File: src/rtl/dlfloat16_pkg.sv
// Shared definitions for the DLFloat16 issue controller.
//   - ENA_* unit-enable codes produced by the instruction decoder
//   - rounding-mode codes, including the dynamic (frm CSR) selector
//   - issue FSM state type, canonical NaN and exception flag bit positions
//   - small decode helpers used by the controller
package dlfloat16_pkg;

    // Unit-enable codes; 4'b1010 and above are not decoded to any unit.
    localparam logic [3:0] ENA_NONE  = 4'b0000;
    localparam logic [3:0] ENA_ADD   = 4'b0001;
    localparam logic [3:0] ENA_MUL   = 4'b0010;
    localparam logic [3:0] ENA_FMA   = 4'b0011;
    localparam logic [3:0] ENA_DIV   = 4'b0100;
    localparam logic [3:0] ENA_SGNJ  = 4'b0101;
    localparam logic [3:0] ENA_CMP   = 4'b0110;
    localparam logic [3:0] ENA_F2I   = 4'b0111;
    localparam logic [3:0] ENA_I2F   = 4'b1000;
    localparam logic [3:0] ENA_SQRT  = 4'b1001;
    localparam logic [3:0] ENA_LAST  = ENA_SQRT;

    localparam logic [2:0] RM_RSV5   = 3'b101;
    localparam logic [2:0] RM_RSV6   = 3'b110;
    localparam logic [2:0] RM_DYN    = 3'b111;

    localparam logic [15:0] NAN_CANON = 16'h7FFF;

    // Bit positions inside the 5-bit {NV,DZ,OF,UF,NX} flag vector.
    localparam int unsigned FLAG_NV = 4;
    localparam int unsigned FLAG_DZ = 3;
    localparam int unsigned FLAG_OF = 2;
    localparam int unsigned FLAG_UF = 1;
    localparam int unsigned FLAG_NX = 0;

    typedef enum logic [1:0] {
        StIdle = 2'b00,
        StExec = 2'b01,
        StWait = 2'b10,
        StResp = 2'b11
    } state_e;

    function automatic logic op_is_legal(input logic [3:0] ena, input logic [2:0] rm);
        return (ena != ENA_NONE) && (ena <= ENA_LAST) && (rm != RM_RSV5) && (rm != RM_RSV6);
    endfunction

    // Sign-inject and compare are purely combinational: their result is valid during EXEC.
    function automatic logic is_comb_unit(input logic [3:0] ena);
        return (ena == ENA_SGNJ) || (ena == ENA_CMP);
    endfunction

endpackage

File: src/rtl/dlfloat16_watchdog.sv
// WAIT-state watchdog for the DLFloat16 issue controller (used only when DLF_WDOG_EN is defined).
//   clk, rst_n  clock / asynchronous active-low reset
//   load_i      clear the counter (asserted on the transition into WAIT)
//   run_i       count one cycle (asserted while in WAIT)
//   expired_o   counter has reached TIMEOUT_CYC-1 during a counting cycle
module dlfloat16_watchdog #(
    parameter int unsigned TIMEOUT_CYC = 64
) (
    input  logic clk,
    input  logic rst_n,
    input  logic load_i,
    input  logic run_i,
    output logic expired_o
);

    localparam int unsigned CntW = (TIMEOUT_CYC > 1) ? $clog2(TIMEOUT_CYC) : 1;

    logic [CntW-1:0] cnt_q, cnt_d;

    always_comb begin
        cnt_d = cnt_q;
        if (load_i) begin
            cnt_d = '0;
        end else if (run_i) begin
            cnt_d = cnt_q + CntW'(1);
        end
    end

    always_ff @(posedge clk or negedge rst_n) begin
        if (!rst_n) begin
            cnt_q <= '0;
        end else begin
            cnt_q <= cnt_d;
        end
    end

    assign expired_o = run_i && (cnt_q == CntW'(TIMEOUT_CYC - 1));

endmodule

File: src/rtl/dlfloat16_issue_ctrl.sv
// DLFloat16 issue/sequencing stage, downstream of the instruction decoder.
// Accepts one decoded op, resolves the rounding mode, starts the selected execution unit,
// waits for completion, buffers the result for writeback and accumulates sticky flags.
// Optional feature: define DLF_WDOG_EN to bound the WAIT state with a TIMEOUT_CYC watchdog.
// Ports:
//   in_*        decoded op (valid/ready handshake), frm dynamic rounding-mode CSR
//   unit_*      execution-unit interface: start pulse, latched controls/operands, done/result/flags,
//               abort pulse on watchdog timeout
//   out_*       writeback (valid/ready handshake): data, destination, this op's flags
//   fflags      sticky flags, fflags_clr clears them
//   illegal     one-cycle pulse when an illegal op is dropped
//   timeout_err sticky watchdog error, cleared only by reset
module dlfloat16_issue_ctrl
    import dlfloat16_pkg::*;
#(
    parameter int unsigned TIMEOUT_CYC = 64,
    parameter int unsigned RD_W        = 5
) (
    input  logic            clk,
    input  logic            rst_n,
    input  logic            in_valid,
    output logic            in_ready,
    input  logic [3:0]      in_ena,
    input  logic [2:0]      in_rm,
    input  logic            in_op,
    input  logic [1:0]      in_sel1,
    input  logic [2:0]      in_sel2,
    input  logic [15:0]     in_a,
    input  logic [15:0]     in_b,
    input  logic [15:0]     in_c,
    input  logic [RD_W-1:0] in_rd,
    input  logic [2:0]      frm,
    output logic            unit_start,
    output logic [3:0]      unit_sel,
    output logic            unit_op,
    output logic [1:0]      unit_sel1,
    output logic [2:0]      unit_sel2,
    output logic [2:0]      unit_rm,
    output logic [15:0]     unit_a,
    output logic [15:0]     unit_b,
    output logic [15:0]     unit_c,
    input  logic            unit_done,
    input  logic [15:0]     unit_result,
    input  logic [4:0]      unit_flags,
    output logic            unit_abort,
    output logic            out_valid,
    input  logic            out_ready,
    output logic [15:0]     out_data,
    output logic [RD_W-1:0] out_rd,
    output logic [4:0]      out_flags,
    output logic [4:0]      fflags,
    input  logic            fflags_clr,
    output logic            illegal,
    output logic            timeout_err
);

    state_e          state_q, state_d;
    logic            in_ready_q, in_ready_d;
    logic            illegal_q, illegal_d;
    logic [3:0]      sel_q, sel_d;
    logic            op_q, op_d;
    logic [1:0]      sel1_q, sel1_d;
    logic [2:0]      sel2_q, sel2_d;
    logic [2:0]      rm_q, rm_d;
    logic [15:0]     a_q, a_d, b_q, b_d, c_q, c_d;
    logic [RD_W-1:0] rd_q, rd_d;
    logic [15:0]     data_q, data_d;
    logic [4:0]      flags_q, flags_d;
    logic [4:0]      fflags_q, fflags_d;

    logic            wdog_expired;
    logic            abort;
    logic            cap;
    logic [15:0]     cap_data;
    logic [4:0]      cap_flags;

    always_comb begin
        state_d   = state_q;
        illegal_d = 1'b0;
        sel_d     = sel_q;
        op_d      = op_q;
        sel1_d    = sel1_q;
        sel2_d    = sel2_q;
        rm_d      = rm_q;
        a_d       = a_q;
        b_d       = b_q;
        c_d       = c_q;
        rd_d      = rd_q;
        data_d    = data_q;
        flags_d   = flags_q;
        cap       = 1'b0;
        cap_data  = unit_result;
        cap_flags = unit_flags;
        abort     = 1'b0;

        unique case (state_q)
            StIdle: begin
                if (in_valid && in_ready_q) begin
                    sel_d  = in_ena;
                    op_d   = in_op;
                    sel1_d = in_sel1;
                    sel2_d = in_sel2;
                    // Dynamic mode is frozen to the CSR value seen at accept.
                    rm_d   = (in_rm == RM_DYN) ? frm : in_rm;
                    a_d    = in_a;
                    b_d    = in_b;
                    c_d    = in_c;
                    rd_d   = in_rd;
                    if (op_is_legal(in_ena, in_rm)) begin
                        state_d = StExec;
                    end else begin
                        illegal_d = 1'b1;
                    end
                end
            end
            StExec: begin
                if (is_comb_unit(sel_q)) begin
                    cap     = 1'b1;
                    state_d = StResp;
                end else begin
                    state_d = StWait;
                end
            end
            StWait: begin
                // A completion in the expiry cycle takes priority over the timeout.
                if (unit_done) begin
                    cap     = 1'b1;
                    state_d = StResp;
                end else if (wdog_expired) begin
                    cap       = 1'b1;
                    cap_data  = NAN_CANON;
                    cap_flags = 5'(1) << FLAG_NV;
                    abort     = 1'b1;
                    state_d   = StResp;
                end
            end
            StResp: begin
                if (out_ready) begin
                    state_d = StIdle;
                end
            end
            default: begin
                state_d = StIdle;
            end
        endcase

        if (cap) begin
            data_d  = cap_data;
            flags_d = cap_flags;
        end

        // Registered so that in_ready reads 0 while in reset and during the out_ready cycle.
        in_ready_d = (state_d == StIdle);

        // Clear first, then OR in: a flag raised in the clear cycle survives.
        fflags_d = (fflags_clr ? 5'b0 : fflags_q) | (cap ? cap_flags : 5'b0);
    end

    always_ff @(posedge clk or negedge rst_n) begin
        if (!rst_n) begin
            state_q    <= StIdle;
            in_ready_q <= 1'b0;
            illegal_q  <= 1'b0;
            sel_q      <= '0;
            op_q       <= 1'b0;
            sel1_q     <= '0;
            sel2_q     <= '0;
            rm_q       <= '0;
            a_q        <= '0;
            b_q        <= '0;
            c_q        <= '0;
            rd_q       <= '0;
            data_q     <= '0;
            flags_q    <= '0;
            fflags_q   <= '0;
        end else begin
            state_q    <= state_d;
            in_ready_q <= in_ready_d;
            illegal_q  <= illegal_d;
            sel_q      <= sel_d;
            op_q       <= op_d;
            sel1_q     <= sel1_d;
            sel2_q     <= sel2_d;
            rm_q       <= rm_d;
            a_q        <= a_d;
            b_q        <= b_d;
            c_q        <= c_d;
            rd_q       <= rd_d;
            data_q     <= data_d;
            flags_q    <= flags_d;
            fflags_q   <= fflags_d;
        end
    end

`ifdef DLF_WDOG_EN
    logic timeout_err_q, timeout_err_d;

    dlfloat16_watchdog #(
        .TIMEOUT_CYC(TIMEOUT_CYC)
    ) u_watchdog (
        .clk      (clk),
        .rst_n    (rst_n),
        .load_i   ((state_q != StWait) && (state_d == StWait)),
        .run_i    (state_q == StWait),
        .expired_o(wdog_expired)
    );

    assign timeout_err_d = timeout_err_q | abort;

    always_ff @(posedge clk or negedge rst_n) begin
        if (!rst_n) begin
            timeout_err_q <= 1'b0;
        end else begin
            timeout_err_q <= timeout_err_d;
        end
    end

    assign unit_abort  = abort;
    assign timeout_err = timeout_err_q;
`else
    logic unused_wdog;

    assign wdog_expired = 1'b0;
    assign unit_abort   = 1'b0;
    assign timeout_err  = 1'b0;
    assign unused_wdog  = ^{abort, 32'(TIMEOUT_CYC)};
`endif

    assign in_ready   = in_ready_q;
    assign illegal    = illegal_q;
    assign unit_start = (state_q == StExec);
    assign unit_sel   = sel_q;
    assign unit_op    = op_q;
    assign unit_sel1  = sel1_q;
    assign unit_sel2  = sel2_q;
    assign unit_rm    = rm_q;
    assign unit_a     = a_q;
    assign unit_b     = b_q;
    assign unit_c     = c_q;
    assign out_valid  = (state_q == StResp);
    assign out_data   = data_q;
    assign out_rd     = rd_q;
    assign out_flags  = flags_q;
    assign fflags     = fflags_q;

endmodule

File: config.mk
export PLATFORM = sky130hd
export DESIGN_NAME = dlfloat16_issue_ctrl
export DESIGN_NICKNAME = d
export VERILOG_FILES = /design/src/rtl/dlfloat16_pkg.sv /design/src/rtl/dlfloat16_watchdog.sv /design/src/rtl/dlfloat16_issue_ctrl.sv
export SDC_FILE = /design/constraint.sdc
export NUM_CORES = 1
export LEC_CHECK = 0
export CORE_UTILIZATION = 40
export DETAILED_ROUTE_END_ITERATION = 7
export HOLD_SLACK_MARGIN = 0.12
export PLACE_DENSITY = 0.88
export SYNTH_ARGS = -nofsm -noshare
export SYNTH_HDL_FRONTEND = slang
export SYNTH_HIERARCHICAL = 1
export SYNTH_SLANG_ARGS = --single-unit
File: constraint.sdc
create_clock -name clk -period 2.7 [get_ports clk]
set_input_delay 0.81 -clock clk [delete_from_list [all_inputs] [get_ports clk]]
set_output_delay 0.81 -clock clk [all_outputs]
set_load 0.05 [all_outputs]
==> summary.md, run 1 <==
| Metric | Value |
|---|---|
| Status | `finished, final reports clean` |
| Flop-to-flop setup slack | `560 ps` |
| Area delta synth->final | `58.4%` |
| Overall routing resource usage | `19.0%` |
| Num CTS Buffers | `9` |
| Post-synthesis instance total | `252` |
| CTS tree | `yes` |
| DR pass1 iterations | `4` |
| Vias in the first global route | `2913` |
| Reg2reg end | `out_data[11]$_DFFE_PN0N_` |
| Startpoint types | `flop` |
| Synth unique cells | `30` |
| Crit Reg-Reg Startpoint | `state_q[1]$_DFF_PN0_` |
| Largest net degree at the start of global routing | `97` |
| DRC | `0` |
| Hold EP | `unit_rm[0]$_DFFE_PN0P_` |
| Ratio of cells with drive above 1 in the final layout | `23.2%` |
| CTS Buffer Depth | `2` |
| Setup repair after global routing missed its margin | `false` |
| Mapped Avg Cell Area | `15.2 µm²` |
| Post CTS Setup Buffer Count | `0` |
| Die Ht | `99.9 µm` |
| Clock slew at reported path FFs | `90 ps` |
| Average wire per standard cell | `15.7 µm` |
| CP top delay family | `buffers and inverters` |
| Rows | `35` |
| Top-area cell type share of the netlist area | `62.6%` |
| First-pass GRT wire length | `14500 µm` |
| Fin crit period | `2510 ps` |
| Worst path bufs/invs | `2` |
| Final-report hold violation count | `0` |
| Core ar. | `9280 µm²` |
| Worst Setup End Kind | `output port` |
| Levels on crit path | `3` |
| Die ar. | `9990 µm²` |
| Die width | `99.9 µm` |
| Actual slew at the worst max-slew pin | `580 ps` |
| Area leader, netlist | `dfrtp_1` |
| Root Driver | `clkbuf_8` |
| Synth warnings | `6` |
| MaxCap Viol Count | `0` |
| Initial antenna violation count | `0` |
| Dpl cell area | `5890 µm²` |
| WL final | `9130 µm` |
| Crit Path Class | `flop to output port` |
| Crit Path Max Fanout | `7` |
| Routed vias/inst | `4.65` |
| #FFs+latches synth | `96` |
| Final instance area | `6080 µm²` |
| Antenna-violating nets left | `0` |
| R2R depth | `7` |
| Max incr delay on CP | `550 ps` |
| Tot Pwr | `8.76 mW` |
| Worst path slowest cell | `dlygate4sd2_1` |
| Final Cycle Share | `93.1%` |
| IO buf count | `191` |
| Worst min path class | `flop to flop` |
| Worst-skew pair later-pin latency | `340 ps` |
| Total gr overflow | `0` |
| Pleak | `2.68 nW` |
| Htree depth | `3` |
| Vias | `2699` |
| CP Data Required Time | `1890 ps` |
| Setup Viol. Count Final | `0` |
| Final Wtd Congestion | `0.764` |
| WP data arrival | `1700 ps` |
| Effective utilization at floorplan | `41.3%` |
| Hold Path Cell Cnt | `2` |
| PD cells | `1440 nW/µm²` |
| Max IR drop VDD | `674 µV` |
| Register area share after synthesis | `62.6%` |
| ANT cells | `0` |
| Post-Route Skew | `14.2 ps` |
| DPL Wire Length | `6870 µm` |
| CTS sink count | `96` |
| Max-slew violation total from the final report | `0` |
| Cell area after synthesis | `3840 µm²` |
| Final setup TNS | `0 ps` |
| Worst Hold Launch | `unit_rm[0]$_DFFE_PN0P_` |
| Layout net count | `547` |
| Area contributors post-synth | `dfrtp_1, mux2_2, mux2_4` |
| Peak Freq | `0.398 GHz` |
| Io pins | `194` |
| CP Cell Sequence | `inv_1, ha_1, dlygate4sd2_1` |
| Drt initial violations | `53` |
| Slew HR | `60.9%` |
how the worst max path moves through the flow:
stage | start | to | slack [ps]
after floorplan | state_q[1]$_DFF_PN0_ | out_data[0]$_DFFE_PN0N_ | 400
after global placement | state_q[1]$_DFF_PN0_ | unit_start | 360
after detailed placement | state_q[1]$_DFF_PN0_ | unit_start | 280
after CTS | state_q[1]$_DFF_PN0_ | out_valid | 10
after global routing | state_q[1]$_DFF_PN0_ | unit_start | 70
final | state_q[1]$_DFF_PN0_ | unit_start | 190
tightest hold or removal path, cell delays in order, from the launching register on:
cell and delay, ps:
dfrtp_1 350, nand2_1 40, o21ai_0 60
where the power goes:
| group | leakage [nW] | internal [mW] | switching, mW |
|---|---|---|---|
| Clock | 0.0967 | 0.388 | 0.478 |
| Sequential | 1.17 | 2.14 | 0.386 |
| Combinational | 1.41 | 2.04 | 3.33 |
synth_stat cells, drive strengths merged:
cell      n
xnor2     1
nor4      1
o22ai     5
o21a      1
or3       1
a31oi     2
nand2     9
ha        4
nor2      1
buf       6
a21o      1
o21ai     7
o311ai    1
a2111oi   1
xor2      1
a21oi     3
dfrtp    96
clkbuf    6
nor2b     1
inv      14
conb      1
o2bb2ai   1
a211o     2
a21bo     1
nand3     1
mux2     84
kinds of logic after synthesis:
kind of cell / Yosys count / share of synthesized area (%)
DFF: 96 / 62.6
and+or+nand+nor: 14 / 1.60
muxes: 84 / 26.1
other: 1 / 0.0978
AOI/OAI and AO/OA: 25 / 4.24
adders and majority gates: 4 / 1.30
buffers and inverters: 26 / 3.55
xor gates and xnor gates: 2 / 0.457
cells in the final DEF (no fill, tap or decap), types with 2 or more instances in the layout:
cell type	count
a211o_1	2
clkdlybuf4s50_1	188
o21ai_0	7
mux2_2	69
mux2_4	15
buf_4	3
inv_1	14
ha_1	4
dfrtp_1	96
a21oi_1	3
clkinv_2	2
conb_1	2
nand2_1	9
buf_12	2
clkbuf_8	11
o22ai_1	5
a31oi_1	2
flip-flops by register name (all words and copies together) (netlist names):
register,count
unit_sel1,2
unit_c,16
unit_sel2,3
fflags,5
unit_a,16
in_ready,1
out_flags,5
unit_op,1
unit_b,16
illegal,1
unit_rm,3
out_rd,5
state_q,2
out_data,16
unit_sel,4
routing by layer:
metal / part of all wire (%) / global-route usage (%)
met1: 39 / 22.0
met2: 50 / 31.8
met3: 9.7 / 7.66
met4: 1.2 / 6.67
met5: 0 / 0
cell type report:
class / instances / area [µm²]
Inverter: 14 / 52.6
Fill cell: 729 / 3210
Timing Repair Buffer: 195 / 1970
Sequential cell: 96 / 2400
Clock inverter: 4 / 27.5
Clock buffer: 12 / 155
Tap cell: 129 / 161
Multi-Input combinational cell: 131 / 1310
stage by stage:
step / worst slack, ps / cells / hold WS [ps] / util (%)
4_1_cts: 11.9 / 581 / 492 / 65.4
5_1_grt: 69.1 / 581 / 508 / 65.5
2_1_floorplan: 398 / 253 / 514 / -
6_report: 186 / 581 / 484 / 65.5
3_5_place_dp: 285 / 565 / 472 / 63.5
3_3_place_gp: 362 / 565 / 465 / 63.5
timing repair:
action / 4_1_cts / 5_1_grt
hold buffers: 0 / 0
gates resized for setup: 1 / 1
endpoints found under the setup margin: 1 / 1
Power figures use the tool's default switching activity.
==> run 2: changes to the inputs <==
--- a/config.mk
+++ b/config.mk
@@ -5,10 +5,12 @@
 export SDC_FILE = /design/constraint.sdc
 export NUM_CORES = 1
 export LEC_CHECK = 0
-export CORE_UTILIZATION = 40
+export CELL_PAD_IN_SITES_DETAIL_PLACEMENT = 1
+export CELL_PAD_IN_SITES_GLOBAL_PLACEMENT = 2
+export CORE_UTILIZATION = 25
 export DETAILED_ROUTE_END_ITERATION = 7
 export HOLD_SLACK_MARGIN = 0.12
-export PLACE_DENSITY = 0.88
+export PLACE_DENSITY = 0.87
 export SYNTH_ARGS = -nofsm -noshare
 export SYNTH_HDL_FRONTEND = slang
 export SYNTH_HIERARCHICAL = 1
==> summary.md, run 2 (same netlist as run 1, synthesis figures left out) <==
| Metric | Value |
|---|---|
| Status | `finished, final reports clean` |
| Total gr overflow | `0 (unchanged)` |
| Worst path bufs/invs | `1 (-1)` |
| Core ar. | `14800 µm² (+59%)` |
| Routed vias/inst | `4.35 (-6.4%)` |
| Fin crit period | `2400 ps (-114 ps)` |
| Crit Path Max Fanout | `3 (-4)` |
| DRC | `0 (unchanged)` |
| CTS Buffer Depth | `2 (unchanged)` |
| Flop-to-flop setup slack | `660 ps (+100 ps)` |
| PD cells | `1480 nW/µm² (+2.5%)` |
| Layout net count | `548 (+0.18%)` |
| Final Cycle Share | `88.9% (-4.2 points)` |
| Clock slew at reported path FFs | `60 ps (-30 ps)` |
| WP data arrival | `1590 ps (-110 ps)` |
| Setup repair after global routing missed its margin | `false` |
| Combinational fraction of design power | `58.3% (-3.0 points)` |
| Worst Setup End Kind | `output port` |
| DR pass1 iterations | `4 (unchanged)` |
| Filler Cell Count | `1555 (+110%)` |
| Antenna-violating nets left | `0 (unchanged)` |
| CTS tree | `yes` |
| Rows | `44 (+26%)` |
| Initial antenna violation count | `0 (unchanged)` |
| Worst min path class | `flop to flop` |
| Die width | `126 µm (+26%)` |
| Most common cell after layout, fill and taps aside | `clkdlybuf4s50_1` |
| Drt initial violations | `100 (+89%)` |
| Die ar. | `15800 µm² (+59%)` |
| CP Data Required Time | `1890 ps (about the same)` |
| Net Sw Frac | `46.0% (-1.9 points)` |
| Internal power | `5.03 mW (+10%)` |
| Ratio of cells with drive above 1 in the final layout | `23.3% (+0.052 points)` |
| Slew HR | `55.7% (-5.2 points)` |
| Largest net degree at the start of global routing | `97 (unchanged)` |
| Post-Route Skew | `5.61 ps (-8.61 ps)` |
| Die Ht | `126 µm (+26%)` |
| Final-report hold violation count | `0 (unchanged)` |
| Htree depth | `3 (unchanged)` |
| Num CTS Buffers | `9 (unchanged)` |
| Pleak | `2.74 nW (+2.2%)` |
| Max incr delay on CP | `830 ps (+280 ps)` |
| ANT cells | `0 (unchanged)` |
| Area delta synth->final | `64.1%` |
| Effective utilization at floorplan | `26.0% (-15 points)` |
| Max-slew violation total from the final report | `0 (unchanged)` |
| Post-cts resize count | `0 (-1)` |
| Startpoint types | `flop` |
| Hold_ws | `496 ps (+11.1 ps)` |
| Final Wtd Congestion | `0.728 (-4.7%)` |
| Post CTS Setup Buffer Count | `0 (unchanged)` |
| Worst-skew pair later-pin latency | `340 ps (about the same)` |
| WL final | `10600 µm (+16%)` |
| Average wire per standard cell | `16.6 µm (+5.8%)` |
| Final setup TNS | `0 ps (unchanged)` |
| Most frequent cells in the layout | `clkdlybuf4s50_1, dfrtp_1, mux2_2` |
| Actual slew at the worst max-slew pin | `656 ps (+76.3 ps)` |
| Final WS setup | `300 ps (+114 ps)` |
| Vias | `2762 (+2.3%)` |
| DPL Wire Length | `7830 µm (+14%)` |
| Part of the power in registers | `27.4% (-1.4 points)` |
| First-pass GRT wire length | `17000 µm (+17%)` |
| Clock power frac | `14.4% (+4.5 points)` |
| Root Driver | `clkbuf_16` |
| # hold bufs at CTS | `0 (unchanged)` |
| CP Cell Sequence | `clkdlybuf4s50_1` |
| Setup WS pre-CTS | `362 ps (+77.1 ps)` |
| CTS sink count | `96 (unchanged)` |
| Psw | `4.28 mW (+1.9%)` |
| Io pins | `194 (unchanged)` |
| Overall routing resource usage | `13.9% (-5.0 points)` |
| CP top delay family | `buffers and inverters` |
| Worst path slowest cell | `clkdlybuf4s50_1` |
| MaxCap Viol Count | `0 (unchanged)` |
| IO buf count | `191 (unchanged)` |
| Crit Path Class | `flop to output port` |
| Max IR drop VDD | `662 µV (-1.8%)` |
| Vias in the first global route | `3182 (+9.2%)` |
| Setup Viol. Count Final | `0 (unchanged)` |
| Peak Freq | `0.417 GHz (+4.7%)` |
## run 2: changes by cell type in the layout (fill, tap and decap cells not counted), sizes merged
cell	change
buf	+2
bufinv	+2
clkbuf	-1
clkinv	-3
clkinvlp	+1
dlygate4sd2	-1
inv	-1
## run 2: power by group through the flow
stage	combinational [mW]	clock, mW	sequential (mW)
6_report	5.42	1.34	2.55
4_1_cts	5.48	1.39	2.56
5_1_grt	5.64	1.44	2.65
2_1_floorplan	1.18	0	4.92
3_5_place_dp	5.45	0	2.58
3_3_place_gp	5.38	0	2.52
## run 2: layout make-up
type | count | area, µm² | area share (%)
clock buffers | 11 | 243 | 3.86
clock inverters | 3 | 67.6 | 1.07
inverters | 14 | 52.6 | 0.835
multi-input cells | 131 | 1310 | 20.9
flip-flops and latches | 96 | 2400 | 38.2
well taps | 184 | 230 | 3.66
repair buffers | 196 | 1980 | 31.5
## run 2: layer usage
metal | GRT usage [%] | routed length [µm] | share of wire [%] | up-vias
met5 | 0 | 0 | 0 | -
met4 | 4.46 | 134 | 1.3 | 0
met3 | 7.18 | 1160 | 11 | 10
met2 | 24.2 | 5230 | 50 | 142
met1 | 14.5 | 4020 | 38 | 1353
li1 | - | - | - | 1257
## run 2: stage by stage
stage / cell area (µm²) / std cells / power, mW / utilization, %
6_report: 6290 / 635 / 9.30 / 42.7
5_1_grt: 6290 / 635 / 9.73 / 42.7
4_1_cts: 6290 / 635 / 9.43 / 42.6
3_5_place_dp: 5980 / 621 / 8.03 / 40.5
3_3_place_gp: 5980 / 621 / 7.90 / 40.5
2_1_floorplan: 3840 / 253 / 6.10 / -
## run 2: final timing paths
path,from,to,cells after the start
setup / recovery,in_ready$_DFF_PN0_,in_ready,1
hold / removal,unit_rm[0]$_DFFE_PN0P_,unit_rm[0]$_DFFE_PN0P_,2
setup reg to reg,state_q[1]$_DFF_PN0_,out_data[8]$_DFFE_PN0N_,7
hold reg to reg,unit_rm[0]$_DFFE_PN0P_,unit_rm[0]$_DFFE_PN0P_,2
max in group asynchronous,rst_n,unit_rm[2]$_DFFE_PN0P_,2
min in group asynchronous,rst_n,out_data[5]$_DFFE_PN0N_,2
